### src/rtl/program_feeder.sv
// Program feeder: replays a stored program into the processor's D input and generates its STEP clock.
// One STEP pulse per timestep; PC advances only on steps where the processor reads D.
module program_feeder #(
  parameter int DEPTH   = 16,
  parameter int STEP_LO = 4,
  parameter int STEP_HI = 4,
  parameter int MAX_T   = 8,
  localparam int AW = $clog2(DEPTH)
) (
  input  logic          CLK50M,
  input  logic          RSTn,
  input  logic          WR_EN,
  input  logic [AW-1:0] WR_ADDR,
  input  logic [9:0]    WR_DATA,
  input  logic [AW:0]   PROG_LEN,
  input  logic          START,
  input  logic          EXT,
  input  logic          DONE,
  output logic [9:0]    D_OUT,
  output logic          STEP,
  output logic [AW-1:0] PC,
  output logic [7:0]    INSTR_CNT,
  output logic          BUSY,
  output logic          FINISHED,
  output logic          ERR
);

  // state   | meaning
  // S_IDLE  | after reset; program memory writable
  // S_SETUP | STEP low for STEP_LO cycles; EXT/DONE sampled on the last one
  // S_PULSE | STEP high for STEP_HI cycles; PC/counters update on exit
  // S_FIN   | program completed; waits for START
  // S_ERROR | instruction exceeded MAX_T steps; waits for START
  typedef enum logic [2:0] {S_IDLE, S_SETUP, S_PULSE, S_FIN, S_ERROR} state_t;

  localparam int TMAX = (STEP_LO > STEP_HI) ? STEP_LO : STEP_HI;
  localparam int TW   = $clog2(TMAX + 1);
  localparam int SW   = $clog2(MAX_T + 1);

  state_t        state;
  logic [9:0]    mem [DEPTH];
  logic [AW:0]   len;
  logic [TW-1:0] timer;
  logic [SW-1:0] tstep;
  logic          ext_s;
  logic          done_s;
  logic [AW:0]   pc_new;
  logic [SW-1:0] tstep_inc;

  assign D_OUT = mem[PC];

  // Kept one bit wider than PC so a run ending on the last word still sees PC >= len.
  assign pc_new    = ext_s ? ({1'b0, PC} + (AW+1)'(1)) : {1'b0, PC};
  assign tstep_inc = tstep + SW'(1);

  always_ff @(posedge CLK50M) begin
    if (WR_EN && state == S_IDLE) mem[WR_ADDR] <= WR_DATA;
  end

  always_ff @(posedge CLK50M or negedge RSTn) begin
    if (!RSTn) begin
      state     <= S_IDLE;
      PC        <= '0;
      INSTR_CNT <= '0;
      len       <= '0;
      timer     <= '0;
      tstep     <= '0;
      ext_s     <= 1'b0;
      done_s    <= 1'b0;
      STEP      <= 1'b0;
      BUSY      <= 1'b0;
      FINISHED  <= 1'b0;
      ERR       <= 1'b0;
    end else begin
      case (state)
        S_IDLE, S_FIN, S_ERROR: begin
          if (START) begin
            len       <= PROG_LEN;
            PC        <= '0;
            INSTR_CNT <= '0;
            tstep     <= '0;
            timer     <= TW'(STEP_LO - 1);
            ERR       <= 1'b0;
            if (PROG_LEN == '0) begin
              state    <= S_FIN;
              FINISHED <= 1'b1;
            end else begin
              state    <= S_SETUP;
              FINISHED <= 1'b0;
              BUSY     <= 1'b1;
            end
          end
        end
        S_SETUP: begin
          if (timer == '0) begin
            ext_s  <= EXT;
            done_s <= DONE;
            timer  <= TW'(STEP_HI - 1);
            STEP   <= 1'b1;
            state  <= S_PULSE;
          end else begin
            timer <= timer - TW'(1);
          end
        end
        S_PULSE: begin
          if (timer != '0) begin
            timer <= timer - TW'(1);
          end else begin
            STEP  <= 1'b0;
            PC    <= pc_new[AW-1:0];
            timer <= TW'(STEP_LO - 1);
            if (done_s) begin
              if (INSTR_CNT != 8'hFF) INSTR_CNT <= INSTR_CNT + 8'd1;
              tstep <= '0;
            end else begin
              tstep <= tstep_inc;
            end
            // Completion wins over timeout when DONE lands on the MAX_T-th step.
            if (done_s && pc_new >= len) begin
              state    <= S_FIN;
              BUSY     <= 1'b0;
              FINISHED <= 1'b1;
            end else if (!done_s && tstep_inc == SW'(MAX_T)) begin
              state <= S_ERROR;
              BUSY  <= 1'b0;
              ERR   <= 1'b1;
            end else begin
              state <= S_SETUP;
            end
          end
        end
        default: state <= S_IDLE;
      endcase
    end
  end

endmodule

### config.mk
export PLATFORM = sky130hd
export DESIGN_NAME = program_feeder
export DESIGN_NICKNAME = d
export VERILOG_FILES = /design/src/rtl/program_feeder.sv
export SDC_FILE = /design/constraint.sdc
export NUM_CORES = 1
export LEC_CHECK = 0
export CAP_MARGIN = 30
export CELL_PAD_IN_SITES_DETAIL_PLACEMENT = 2
export CELL_PAD_IN_SITES_GLOBAL_PLACEMENT = 2
export CORE_MARGIN = 2
export CORE_UTILIZATION = 48
export CTS_BUF_LIST = sky130_fd_sc_hd__clkbuf_4
export CTS_CLUSTER_DIAMETER = 200
export DETAILED_ROUTE_END_ITERATION = 10
export DONT_BUFFER_PORTS = 1
export GPL_TIMING_DRIVEN = 0
export HOLD_SLACK_MARGIN = 0.1
export PLACE_DENSITY_LB_ADDON = 0.1
export SYNTH_ARGS = -nofsm -noshare
export SYNTH_HDL_FRONTEND = slang
export SYNTH_SLANG_ARGS = --single-unit
export TNS_END_PERCENT = 30
### constraint.sdc
create_clock -name CLK50M -period 2.7 [get_ports CLK50M]
set_input_delay 0.405 -clock CLK50M [delete_from_list [all_inputs] [get_ports CLK50M]]
set_output_delay 0.405 -clock CLK50M [all_outputs]
set_load 0.1 [all_outputs]
==> results of run 1 <==
worst paths after layout:
check	endpoint	slack, ps	cells after the start
setup / recovery	D_OUT[4]	-660	7
hold / removal	state[1]	150	3
setup reg to reg	BUSY	40	9
hold reg to reg	timer[0]	570	2
max in group asynchronous	PC[1]	2310	2
min in group asynchronous	len[0]	160	2
worst register-to-register path, stage by stage, from the launching register on:
cell      delay, ps
dfrtp_4         670
clkbuf_8        250
and2_1          220
nand3_1         150
xnor2_1         400
ha_1            200
nand2_1          70
o21ai_2         260
a21oi_1         110
a21bo_2         240
power by group:
part,switching (mW),total [mW],leakage [nW],internal [mW]
registers,0.212,3.57,1.85,3.35
logic,0.867,1.38,1.27,0.513
clock network,1.24,1.68,0.165,0.447
total,2.31,6.63,3.29,4.31
per-layer routing:
layer | share of wire | track usage | up-vias
met4 | 0.030 | 0.122 | 0
li1 | - | - | 2224
met3 | 0.058 | 0.0692 | 56
met1 | 0.40 | 0.427 | 2891
met2 | 0.51 | 0.528 | 215
met5 | 0 | 0 | -
state kept, by name (all words and copies together), names as in the netlist:
| signal | flops |
|---|---|
| BUSY | 1 |
| state | 3 |
| FINISHED | 1 |
| STEP | 1 |
| ERR | 1 |
| tstep | 4 |
| INSTR_CNT | 8 |
| PC | 4 |
| timer | 3 |
| mem | 160 |
| ext_s | 1 |
| done_s | 1 |
| len | 5 |
cell usage in the layout (no fill, tap or decap), types with 16 or more instances in the layout:
cell type and instances:
dfrtp_1 28, clkbuf_4 20, mux2i_1 22, edfxtp_1 160, nand2_1 29, nor2_1 25
mux4_2 20, dlygate4sd3_1 20, o21ai_0 26, buf_6 16
cell type report:
type / instances / area, sq um
antenna: 1 / 2.50
tap: 220 / 275
clock inverter: 15 / 179
multi-input combinational: 309 / 2790
fill: 1435 / 6710
inverter: 8 / 30.0
timing repair buffer: 48 / 561
clock buffer: 17 / 128
sequential: 193 / 5640
buffer: 28 / 268
cells by family after synthesis:
logic type | count (synthesis)
and+or+nand+nor | 125
xor gates and xnor gates | 6
adders and majority gates | 10
muxes | 64
DFF | 193
AOI/OAI and AO/OA | 104
buffers and inverters | 36
through the flow:
step	hold slack, ps	util
after floorplan	109	-
after global placement	110	0.511
after detailed placement	110	0.524
after CTS	136	0.582
after global routing	167	0.595
final	147	0.595
timing repair:
item,4_1_cts,5_1_grt
endpoints found under the setup margin,20,58
endpoints found under the hold margin,216,0
pin swaps,19,16
hold buffers,21,0
cloned,1,1
resized for setup,104,34
buffers inserted,2,1
==> run metrics, run 1 <==
outcome=finished with violations; violated checks=setup timing; clk sinks=193; Synth top area share=0.588; Crit Path Max Fanout=10; final hold vios=0; dpl ws=-806 ps; Critical path buffers and inverters=3; final setup vio count=10; WL/cell=33.4 um; CP max stage delay=670 ps; dpl cell area=roughly 8700 sq um; most used cell, CP=buf_4; worst-skew pair later-pin latency=roughly 670 ps; synthesized cell area=8170 sq um; routed via count=between 5000 and 6000; Layout Nets=640; final std cells w/o fill=around 840; Post-synth top cells=edfxtp_1, o21ai_0, nand2_1, dfrtp_1, mux2i_1; min Tclk post-route=between 3000 and 4000 ps; post-synthesis xor/xnor area fraction=0.00644; CTS clk-pin slew, worst paths=180 ps; GRT Total Usage=0.322; critical path class=flip-flop to primary output; Initial Utilization=0.492; Cells after DPL=773; complex-gate fraction of the synthesized area=0.0809; final wirelength=28000 um; H-Tree Depth=4; RSZ-0062 raised after global routing=true; die height=around 130 um; Min-Delay Path Class=primary input to flip-flop; largest family of logic cells by synthesized area=multiplexers; count of cell types in the netlist=52; Final WS setup=-664 ps; Simple-Gate Fraction of Synth Area=0.0768; top post-synthesis cells by area=edfxtp_1, dfrtp_1, mux4_2; Synth Area per Inst=15.2 sq um; top_reg_cell synth=edfxtp_1; antenna viol nets, final=0; Slew HR=0.327; fraction of registers with async set/reset=0.171; Lkg Pwr=about 3.3 nW; final setup TNS=-5850 ps; DRT iter0 DRCs=467; vias in the first global route=a little under 6000; cells along the critical path=clkbuf_8, nor2b_1, buf_4, a221oi_4, buf_4, a22oi_2, nand2_4; gr ovfl total=0; row count=47; core area=16600 sq um; Tightest Pin Transition=1010 ps; largest net degree at the start of global routing=34; clk buf depth=2; gpl congestion=0.768; # port buffers=0; via-per-instance ratio=6.42; post-synthesis sequential area ratio=0.690; max_cap viols=0; crit share post-route=1.25; max frequency=297 MHz; DP Wirelength=17300 um; Hold Startpoint=PROG_LEN[1]; power per cell area=~670 nW/um^2; Slew Viols, Final=0; syn_nets=573; DR pass1 iterations=5; DR DRC count=0; cell area after layout=9870 sq um; Synth Area in Adders=0.0153; count leader, synth=edfxtp_1; area leader, netlist=edfxtp_1; overall power=6.63 mW; Reg2Reg Launch Point=PC[1]; Clock Skews=21.1 ps; mux cell area share after synthesis=0.111; die footprint=approximately 18000 sq um; Seq cells post-synth=~190; TritonCTS clock tree=built; delay-heaviest family, CP=buffers and inverters; Max stage delay cell, worst path=dfrtp_4; Synth Warn #=0; CTS root buffer=clkbuf_4; initial antenna violation count=1; layout cells sized above 1=0.309; VDD IR max=0.435 mV; CP Launch Point=PC[1]; startpoint class of the critical path=flip-flop; critical path capture point type=primary output; WP data arrival=2960 ps; Num CTS Buffers=17; CP Data Required Time=2300 ps; I/O pin cnt=51; number of flops mapped to enable cells by yosys=160; Area Overhead vs Synth=20.9%; first-pass GRT wire length=~40000 um; Post-Syn Instances=538; die width=~130 um
Power figures use the tool's default switching activity.
==> run 2, diff against run 1 <==
==> constraint.sdc (replaced) <==
create_clock -name CLK50M -period 3.72 [get_ports CLK50M]
set_input_delay 0.558 -clock CLK50M [delete_from_list [all_inputs] [get_ports CLK50M]]
set_output_delay 0.558 -clock CLK50M [all_outputs]
set_load 0.1 [all_outputs]
==> run 2 against run 1 <==
  * The run now ends clean
  * Via count decreased by 5.7%
  * Non-clock buffer count decreased by 12
  * Setup slack better by 690 ps
  * Cell count down 1.3%
  * Power down 30%
  * Design area down 4.9%
  * Sequential power down 28%
  * Hold slack better by 55 ps
  * Flip-flop and latch count did not move
  * Critical endpoint is now D_OUT[7]
  * Largest cell class unchanged
  * Largest power group unchanged
  * Highest routed layer is now met5
==> run metrics, run 2 (synthesis results as in run 1) <==
outcome=finished clean (was finished with violations); clk buf depth=2 (unchanged); WL/cell=29.0 um (was 33.4 um); clk sinks=193 (unchanged); CP max stage delay=670 ps (about the same); Hold Slack=202 ps (was 147 ps); Slew HR=0.329 (was 0.327); Critical path buffers and inverters=2 (was 3); setup fix buffers added after clock tree synthesis=0 (was 2); CTS root buffer=clkbuf_4 (unchanged); row count=47 (unchanged); Gate power share=0.191 (was 0.208); gpl congestion=0.783 (was 0.768); max frequency=around 270 MHz; H-Tree Depth=4 (unchanged); I/O pin cnt=51 (unchanged); DR pass1 iterations=4 (was 5); Crit Path Max Fanout=10 (unchanged); # port buffers=0 (unchanged); CTS clk-pin slew, worst paths=180 ps (about the same); layout cells sized above 1=0.221 (was 0.309); most common cell after layout, fill and taps aside=edfxtp_1 (unchanged); Final Util=0.566 (was 0.595); critical path capture point type=primary output (unchanged); via-per-instance ratio=6.14 (was 6.42); WP data arrival=3130 ps (was 2960 ps); most used cell, CP=clkbuf_2 (was buf_4); Largest register FFs=160 (unchanged); Psw=1.59 mW (was 2.31 mW); max_cap viols=0 (unchanged); VDD IR max=0.287 mV (was 0.435 mV); FF+latch area=5640 sq um (about the same); Num CTS Buffers=17 (unchanged); die width=134 um (unchanged); Cells after DPL=770 (was 773); delay-heaviest family, CP=compound AO/OA/AOI/OAI gates (was buffers and inverters); crit share post-route=0.993; switching share of power=0.340 (was 0.349); dpl ws=-685 ps (was -806 ps); dpl cell area=8630 sq um (was 8680 sq um); RSZ-0062 raised after global routing=true (unchanged); min Tclk post-route=3690 ps; Min-Delay Path Class=primary input to flip-flop (unchanged); final setup vio count=0 (was 10); commonest cells after routing, fill and taps aside=edfxtp_1, o21ai_0, dfrtp_1, mux2i_1 (was edfxtp_1, nand2_1, dfrtp_1); overall power=4.67 mW (was 6.63 mW); first-pass GRT wire length=36300 um (was 40500 um); die footprint=18100 sq um (unchanged); sequential power share=0.552 (was 0.538); largest net degree at the start of global routing=34 (unchanged); DR DRC count=0 (unchanged); Clock Skews=17.6 ps (was 21.1 ps); Tightest Pin Transition=1010 ps (about the same); CP Data Required Time=3160 ps (was 2300 ps); final wirelength=24000 um (was 28000 um); gr ovfl total=0 (unchanged); registers with the most flip-flops=mem (160), INSTR_CNT (8), len (5) (unchanged); TritonCTS clock tree=built (unchanged); Initial Utilization=0.492 (unchanged); final setup TNS=0 ps (was -5850 ps); DP Wirelength=16200 um (was 17300 um); Layout Nets=628 (was 640); Multi-input gate area=2540 sq um (was 2790 sq um); Slew Viols, Final=0 (unchanged); DRT iter0 DRCs=402 (was 467); final std cells w/o fill=828 (was 839); cells along the critical path=clkbuf_2, and2_1, clkbuf_2, a221oi_1, o21ai_1, nand2_4 (was clkbuf_8, nor2b_1, buf_4, a221oi_4, buf_4, a22oi_2, nand2_4); Largest Register=mem (unchanged); initial antenna violation count=3 (was 1); Lkg Pwr=3.14 nW (was 3.29 nW); Pint=3.08 mW (was 4.31 mW); routed via count=5080 (was 5386); antenna viol nets, final=0 (unchanged); worst-skew pair later-pin latency=610 ps (was 670 ps); Max stage delay cell, worst path=dfrtp_4 (unchanged); Fill cells=1495 (was 1435); vias in the first global route=5625 (was 5874); die height=134 um (unchanged); Final WS setup=27.8 ps (was -664 ps); Area Overhead vs Synth=15.0% (was 20.9%); final hold vios=0 (unchanged); Clk pwr share=0.257 (was 0.254); GRT Total Usage=0.282 (was 0.322); power per cell area=497 nW/um^2 (was 671 nW/um^2); cell area after layout=9390 sq um (was 9870 sq um); critical path class=flip-flop to primary output (unchanged); core area=16600 sq um (unchanged); startpoint class of the critical path=flip-flop (unchanged)
## run 2: final cells by class
| cell class | instances | share of cell area |
|---|---|---|
| diodes | 2 | 0.000533 |
| plain buffers | 28 | 0.0172 |
| clock buffers | 17 | 0.0136 |
| clock inverters | 15 | 0.0208 |
| inverters | 8 | 0.00320 |
| multi-input cells | 309 | 0.271 |
| flip-flops and latches | 193 | 0.601 |
| well taps | 220 | 0.0293 |
| repair buffers | 36 | 0.0439 |
## run 2: final timing paths
path / start / end / slack (ps) / cells after the start
max: PC[1] / D_OUT[7] / 30 / 6
min: WR_ADDR[3] / mem[1][9] / 200 / 1
max reg2reg: PC[0] / BUSY / 630 / 10
min reg2reg: len[0] / len[0] / 510 / 2
max in group asynchronous: RSTn / PC[0] / 3120 / 2
min in group asynchronous: RSTn / FINISHED / 400 / 2
## run 2: worst reg2reg max path, delay by kind of cell (launching register included)
kind,cells,cell delay [ps]
AO/OA/AOI/OAI,4,980
XOR/XNOR,1,120
adder cells (fa/ha/maj),1,320
buffers and inverters,3,810
flip-flops,1,670
AND/OR/NAND/NOR,1,110
## run 2: timing repair
item | 4_1_cts | 5_1_grt
hold buffers | 18 | 1
pin swaps | 2 | 3
resized for setup | 47 | 14
hold endpoints to repair | 199 | 1
setup endpoints to repair | 13 | 10
## run 2: routing by layer
| layer | wire length [um] | GRT usage |
|---|---|---|
| met1 | 10400 | 0.377 |
| met2 | 12300 | 0.479 |
| met3 | 1010 | 0.0544 |
| met4 | 361 | 0.0696 |
| met5 | 7 | 0 |
## run 2: power by group through the flow
stage | sequential, mW | clock (mW) | combinational, mW
after detailed placement | 2.63 | 0 | 0.784
after global routing | 2.59 | 1.29 | 0.977
after floorplan | 2.61 | 0 | 0.592
after global placement | 2.62 | 0 | 0.735
final | 2.58 | 1.20 | 0.893
after CTS | 2.58 | 1.22 | 0.885
